--- src/rtl/multi_delay_timer_pkg.sv ---
// Shared types and constants for the multi-channel inactivity timer.
package multi_delay_timer_pkg;

  typedef enum logic [1:0] {
    ST_IDLE     = 2'd0,
    ST_ARMED    = 2'd1,
    ST_COUNTING = 2'd2
  } ch_state_e;

  localparam logic MODE_ONESHOT = 1'b0;
  localparam logic MODE_RELOAD  = 1'b1;

endpackage

--- src/rtl/delay_channel.sv ---
// One retriggerable timer channel: FSM, counter, delay register, registered outputs.
// Optional cancel input is present when MULTI_DELAY_TIMER_CANCEL_EN is defined.
module delay_channel
  import multi_delay_timer_pkg::*;
#(
  parameter int CNT_W         = 26,
  parameter int DEFAULT_DELAY = 50000000
) (
  input  logic             clk,
  input  logic             reset,
  input  logic             trig,
  input  logic             mode,
  input  logic             load,
  input  logic [CNT_W-1:0] load_val,
`ifdef MULTI_DELAY_TIMER_CANCEL_EN
  input  logic             cancel,
`endif
  output logic             expired,
  output logic             busy
);

  localparam logic [CNT_W-1:0] DEF_DELAY = CNT_W'(DEFAULT_DELAY);

  ch_state_e        state, state_nxt;
  logic [CNT_W-1:0] cnt, cnt_nxt, delay_reg;
  logic [CNT_W:0]   cnt_inc;
  logic             expired_nxt;
  logic             hit;

  // The falling-edge sample already counts as the first cycle, so ARMED with
  // trig low runs the same compare as COUNTING. Using >= lets a shrunk delay
  // expire on the next edge instead of wrapping.
  assign cnt_inc = {1'b0, cnt} + (CNT_W + 1)'(1);
  assign hit     = cnt_inc >= {1'b0, delay_reg};

  always_comb begin
    // NOTE: every output of this block gets a default first, so no path can infer a latch.
    state_nxt   = state;
    cnt_nxt     = cnt;
    expired_nxt = 1'b0;
    case (state)
      ST_IDLE: begin
        if (trig) state_nxt = ST_ARMED;
      end
      ST_ARMED, ST_COUNTING: begin
        if (trig) begin
          state_nxt = ST_ARMED;
          cnt_nxt   = '0;
        end else if (hit) begin
          expired_nxt = 1'b1;
          cnt_nxt     = '0;
          state_nxt   = (mode == MODE_RELOAD) ? ST_COUNTING : ST_IDLE;
        end else begin
          state_nxt = ST_COUNTING;
          cnt_nxt   = cnt_inc[CNT_W-1:0];
        end
      end
      default: begin
        state_nxt = ST_IDLE;
        cnt_nxt   = '0;
      end
    endcase
`ifdef MULTI_DELAY_TIMER_CANCEL_EN
    if (cancel) begin
      state_nxt   = ST_IDLE;
      cnt_nxt     = '0;
      expired_nxt = 1'b0;
    end
`endif
  end

  // NOTE: state flops use non-blocking assignments so all channels update from the same pre-edge values.
  always_ff @(posedge clk) begin
    if (!reset) begin
      state     <= ST_IDLE;
      cnt       <= '0;
      expired   <= 1'b0;
      busy      <= 1'b0;
      // NOTE: the delay register is real state and must return to its default on reset.
      delay_reg <= DEF_DELAY;
    end else begin
      state   <= state_nxt;
      cnt     <= cnt_nxt;
      expired <= expired_nxt;
      busy    <= (state_nxt != ST_IDLE);
      if (load) delay_reg <= (load_val == '0) ? CNT_W'(1) : load_val;
    end
  end

endmodule

--- src/rtl/multi_delay_timer.sv ---
// Multi-channel retriggerable inactivity timer; decodes the delay load strobe per channel.
// Define MULTI_DELAY_TIMER_CANCEL_EN to add the per-channel cancel input.
module multi_delay_timer
  import multi_delay_timer_pkg::*;
#(
  parameter int NUM_CH        = 4,
  parameter int CNT_W         = 26,
  parameter int DEFAULT_DELAY = 50000000,
  parameter int CH_IDX_W      = 2
) (
  input  logic                clk,
  input  logic                reset,
  input  logic [NUM_CH-1:0]   trig,
  input  logic [NUM_CH-1:0]   mode,
  input  logic                load_en,
  input  logic [CH_IDX_W-1:0] load_ch,
  input  logic [CNT_W-1:0]    load_val,
`ifdef MULTI_DELAY_TIMER_CANCEL_EN
  input  logic [NUM_CH-1:0]   cancel,
`endif
  output logic [NUM_CH-1:0]   expired,
  output logic [NUM_CH-1:0]   busy
);

  logic [NUM_CH-1:0] load_sel;

  for (genvar i = 0; i < NUM_CH; i++) begin : g_ch
    // Out-of-range indices match no channel, so such loads are dropped.
    assign load_sel[i] = load_en && (load_ch == CH_IDX_W'(i));

    delay_channel #(
      .CNT_W        (CNT_W),
      .DEFAULT_DELAY(DEFAULT_DELAY)
    ) u_ch (
      .clk     (clk),
      .reset   (reset),
      .trig    (trig[i]),
      .mode    (mode[i]),
      .load    (load_sel[i]),
      .load_val(load_val),
`ifdef MULTI_DELAY_TIMER_CANCEL_EN
      .cancel  (cancel[i]),
`endif
      .expired (expired[i]),
      .busy    (busy[i])
    );
  end

endmodule

--- config.mk ---
export PLATFORM = sky130hd
export DESIGN_NAME = multi_delay_timer
export DESIGN_NICKNAME = d
export VERILOG_FILES = /design/src/rtl/multi_delay_timer_pkg.sv /design/src/rtl/delay_channel.sv /design/src/rtl/multi_delay_timer.sv
export SDC_FILE = /design/constraint.sdc
export NUM_CORES = 1
export LEC_CHECK = 0
export CORE_UTILIZATION = 56
export CTS_CLUSTER_SIZE = 14
export DETAILED_ROUTE_END_ITERATION = 6
export PLACE_DENSITY = 0.74
export SETUP_SLACK_MARGIN = 0.2
export SLEW_MARGIN = 30
export SYNTH_ARGS = -nofsm -noshare
export SYNTH_HDL_FRONTEND = slang
export SYNTH_SLANG_ARGS = --single-unit
--- constraint.sdc ---
create_clock -name clk -period 10.4 [get_ports clk]
set_clock_uncertainty 0.05 [all_clocks]
set_input_delay 2.08 -clock clk [delete_from_list [all_inputs] [get_ports clk]]
set_output_delay 2.08 -clock clk [all_outputs]
set_load 0.02 [all_outputs]
Word-level counts from Yosys, hierarchy flattened
Index checks and enable logic that the tools add are counted.
{ "classes": {"add_sub_neg": 4, "magnitude_cmp": 4, "n_eq_ne": 11, "mux": 37, "bitwise_logic": 5, "reduce_logical": 22} }
{ "ops": {"columns": ["cell", "count"], "rows": [
  ["$mux 26", 9],
  ["$pmux 26 s2", 4],
  ["$add 26x1->27 const B", 4],
  ["$ge 27x26->1", 4],
  ["$mux 2", 16],
  ["$logic_not 26->1", 1],
  ["$pmux 2 s2", 4],
  ["$eq 2x2->1 const B", 6],
  ["$reduce_or 3->1", 4],
  ["$eq 2x1->1 const B", 5],
  ["$logic_not 2->1", 5],
  ["$reduce_bool 2->1", 4],
  ["$reduce_or 2->1", 4],
  ["$not 1->1", 5],
  ["$logic_and 1x1->1", 4],
  ["$mux 1", 4]
]} }
{ "totals": {"ff_bits": 224, "input_bits": 39, "out_inout_bits": 8, "word_cells": 103} }

Longest topological paths before layout
{ "logic_depth": {"word_depth": 6, "ltp_mapped": 18, "ltp_nobuf": 16} }

Cells and area by module
A second synthesis with hierarchy kept.
{ "hier_totals": {"hier_cells": 1545, "area_unflattened_um2": 13391.6} }
{ "by_module_without_submodules": {"columns": ["mod", "instances", "cells_each", "area_per_inst_um2", "seq_area_each_um2"], "rows": [
  ["delay_channel (g_ch[0].u_ch ...)", 3, 399, 3403.3, 1121.1],
  ["delay_channel (g_ch[3].u_ch)", 1, 344, 3144.3, 1121.1],
  ["multi_delay_timer", 1, 4, 37.5, 0.0]
]} }

Worst setup path before layout
OpenSTA, ideal clock, no wires.
{ "synth_path": {"kind": "register to register", "start": "register g_ch[2].u_ch.cnt[6]", "end": "register g_ch[2].u_ch.cnt[23]", "setup_ns": 0.122, "arrival_ns": 3.473, "required_time_ns": 10.228, "setup_slack_ns": 6.756, "path_stages_with_launch": 19, "n_path_buf": 4, "period_less_slack_ns": 3.644, "path_cell_list": "dfxtp_1 > buf_2 > nand4_2 > nor2_1 > nand4_1 > or3_1 > buf_2 > o21ai_0 > nand2_1 > ha_1 > nand4_1 > nor4_1 > a221oi_1 > and4b_1 > clkbuf_1 > nand3_1 > buf_2 > nor3b_1 > a221o_1"} }
{ "synth_between": {"elab_chain_len": 5} }
{ "synth_rtl": {"columns": ["element", "line", "rtl"], "rows": [
  ["from (decl)", "delay_channel.sv:25", "logic [CNT_W-1:0] cnt, cnt_nxt, delay_reg;"],
  ["from (signal assigned)", "delay_channel.sv:83", "cnt <= cnt_nxt;"],
  ["$add 26x1->27 *", "delay_channel.sv:33", "assign cnt_inc = {1'b0, cnt} + (CNT_W + 1)'(1);"],
  ["$ge 27x26->1", "delay_channel.sv:34", "assign hit = cnt_inc >= {1'b0, delay_reg};"],
  ["$mux 26 *", "delay_channel.sv:49", "end else if (hit) begin"],
  ["$mux 26 *", "delay_channel.sv:46", "if (trig) begin"],
  ["$pmux 26 s2 *", "delay_channel.sv:41", "case (state)"]
]} }
Mark *: on every way between the ends. The rest lies on a longest branch, timed or not.
A chain may end at the register's enable or synchronous reset.

Final worst setup path
{ "layout_path": {"start": "register g_ch[3].u_ch.cnt[0]", "end": "register g_ch[3].u_ch.cnt[12]"} }
{ "layout_between": {"elab_chain_len": 5} }
{ "layout_rtl": {"columns": ["element", "line"], "rows": [
  ["from (decl)", "delay_channel.sv:25"],
  ["from (signal assigned)", "delay_channel.sv:83"],
  ["$add 26x1->27 *", "delay_channel.sv:33"],
  ["$ge 27x26->1", "delay_channel.sv:34"],
  ["$mux 26 *", "delay_channel.sv:49"],
  ["$mux 26 *", "delay_channel.sv:46"],
  ["$pmux 26 s2 *", "delay_channel.sv:41"]
]} }
Marks and branches as above.

==> flow_summary.toml <==
[floorplanning]
die_x_um = 154
num_rows = 55
die_y_um = 154
start_util = 0.571
dieArea_um2 = 23600
ioPinCount = 47
core-area_um2 = 22600

[timing]
worst_slew_pin_slew_ns = 0.976
slew_violations = 0
finalSetupViolCount = 0
fmax_ghz = 0.205
rsz0062_at_grt = "no"
post-route-period-util = 0.469
finalCriticalPeriod_ns = 4.88
finalHoldViolCount = 0
slew_headroom = 0.350
fin_setup_tns_ns = 0

[layout]
drive_gt1_frac = 0.0564
insertedDiodeCount = 0
multiInputGateArea_um2 = 7550
instances_no_fill = 1899
postLayoutCoreUtil = 0.635
final_area_um2 = 14300
seq_area_um2 = 4480
syn_to_final_growth_pct = 11.2
nets = 1750
fillCellCount = 1983

[global_route]
antenna_found_initial = 0
grt_pass1_wl_mm = 51.7
grt_pass1_vias = 10500
track_usage = 0.268
overflow = 0
grt_max_degree = 83

[power]
powerDensity_nw_per_um2 = 146
power_leakage_nw = 6.07
irDropWorstVdd_v = 0.000115
fin_total_pwr_w = 0.00210

[logic_synthesis]
seq_area_frac_synth = 0.348
async_flop_share = 0
synth_nets = 1762
synth-edff-count = 0
synth_ff_type = "dfxtp_1"
syn_inst = 1607
ys_warn_count = 0
synth_top_area_frac = 0.348
syn_avg_cell_area_um2 = 8.02
synth_top_cell_by_area = "dfxtp_1"
netlist_top_cells_count = "273 x nand2_1, 224 x dfxtp_1, 122 x inv_1"
synth_most_common_cell = "nand2_1"
netlist_area_um2 = 12900
synth_seq_cells = 224
yosys.cell_types.count = 70
yosys-top-cells-area = "dfxtp_1 35%, ha_1 11%, nand2_1 7.9%, a21oi_1 4.6%, inv_1 3.6%"

[clock_tree]
cts.clk_slew.worst_paths_ns = 0.06
cts_htree_levels = 1
cts.sinks = 224
numCtsBuffers = 26
cts_tree = "done"
cts_resized = 0
cts_root_buffer = "clkbuf_16"
cts_buffer_depth = 3
clock_latency_ns = 0.55
cts_hold_buf = 0
post_cts_buffers = 0

[setup_path]
cp-start-kind = "register"
cp_max_fo = 16
crit_path_end_kind = "register"
required_ns = 10.81
worst-endpoint-arrival_ns = 5.29
worstSetupPathType = "register to register"

[detailed_routing]
drtPass1Iterations = 7
post_drt_wl_per_cell_um = 16.6
postRouteAntennaNets = 0
wirelength_mm = 31.6
drt_iter0_drc = 725
vias = 11100
drcViolationCount = 0
viasPerCell = 5.84

[placed_design]
post_dp_cell_area_um2 = 13400
place_hpwl_mm = 22.0
gp_congestion = 0.889
dp.cells = 1852
portBuffers = 46

[hold_path]
hp-class = "register to register"

[flow_run]
cap_violations = 0

[status]
status = "completed"
-- worst max-delay path: stages, from the launching register on --
cell and delay (ns):
dfxtp_1 0.42, ha_1 0.21, nand3_1 0.19, nor3_1 0.37, and2_1 0.22, nor2b_1 0.19, nand4_1 0.14, xor2_1 0.20
inv_1 0.07, ha_1 0.30, nand4_1 0.15, nor4_1 0.11, nand4_1 0.10, a2bb2oi_1 0.66, nand3_1 0.71, or3b_1 0.56
a21oi_1 0.14
-- report_power, final --
group | total, W | internal, W | switching, W
Clock | 0.000997 | 0.000623 | 0.000374
Combinational | 0.000203 | 0.0000686 | 0.000134
Sequential | 0.000897 | 0.000884 | 0.0000125
-- logic make-up after synthesis --
logic type,after synthesis,synth area share
AO/OA/AOI/OAI,337,0.176
flip-flops,224,0.348
XOR/XNOR,87,0.0597
buffers and inverters,219,0.0679
adder cells (fa/ha/maj),116,0.113
AND/OR/NAND/NOR,624,0.236
-- per-layer routing --
| layer | GRT usage | up-vias | share of wire |
|---|---|---|---|
| met5 | 0 | - | 0 |
| met4 | 0.0990 | 0 | 0.034 |
| met3 | 0.0451 | 71 | 0.055 |
| met2 | 0.454 | 280 | 0.47 |
| met1 | 0.341 | 5145 | 0.44 |
| li1 | - | 5597 | - |
-- stage by stage --
| stage | setup slack [ns] | hold slack, ns |
|---|---|---|
| 2_1_floorplan | 6.76 | 0.386 |
| 6_report | 5.52 | 0.403 |
| 3_5_place_dp | 5.59 | 0.397 |
| 3_3_place_gp | 5.80 | 0.392 |
| 5_1_grt | 4.95 | 0.415 |
| 4_1_cts | 5.55 | 0.404 |
-- final cells by class --
type,instances,area share
Inverter,123,0.0323
Sequential cell,224,0.313
Clock buffer,39,0.0551
Tap cell,285,0.0249
Timing Repair Buffer,56,0.0370
Clock inverter,8,0.0115
Multi-Input combinational cell,1164,0.526
-- worst paths after layout --
| check | start | end | slack, ns | cells after the start |
|---|---|---|---|---|
| hold reg to reg | g_ch[1].u_ch.delay_reg[3] | g_ch[1].u_ch.delay_reg[3] | 0.40 | 2 |
| setup / recovery | g_ch[3].u_ch.cnt[0] | g_ch[3].u_ch.cnt[12] | 5.52 | 16 |
| hold / removal | g_ch[1].u_ch.delay_reg[3] | g_ch[1].u_ch.delay_reg[3] | 0.40 | 2 |
| setup reg to reg | g_ch[3].u_ch.cnt[0] | g_ch[3].u_ch.cnt[12] | 5.52 | 16 |
-- cells in the final DEF, fill, tap and decap left out, types with 25 or more instances in the layout --
cell type and count:
nand2_1 273, dfxtp_1 224, inv_1 122, a21oi_1 118, ha_1 115, nor2_1 84
nand3_1 56, o211ai_1 53, xnor2_1 49, nand4_1 46, clkdlybuf4s50_1 45, xor2_1 37
o21ai_0 35, a21o_1 28, clkbuf_16 26, and2_1 25
(Power assumes the default switching activity.)
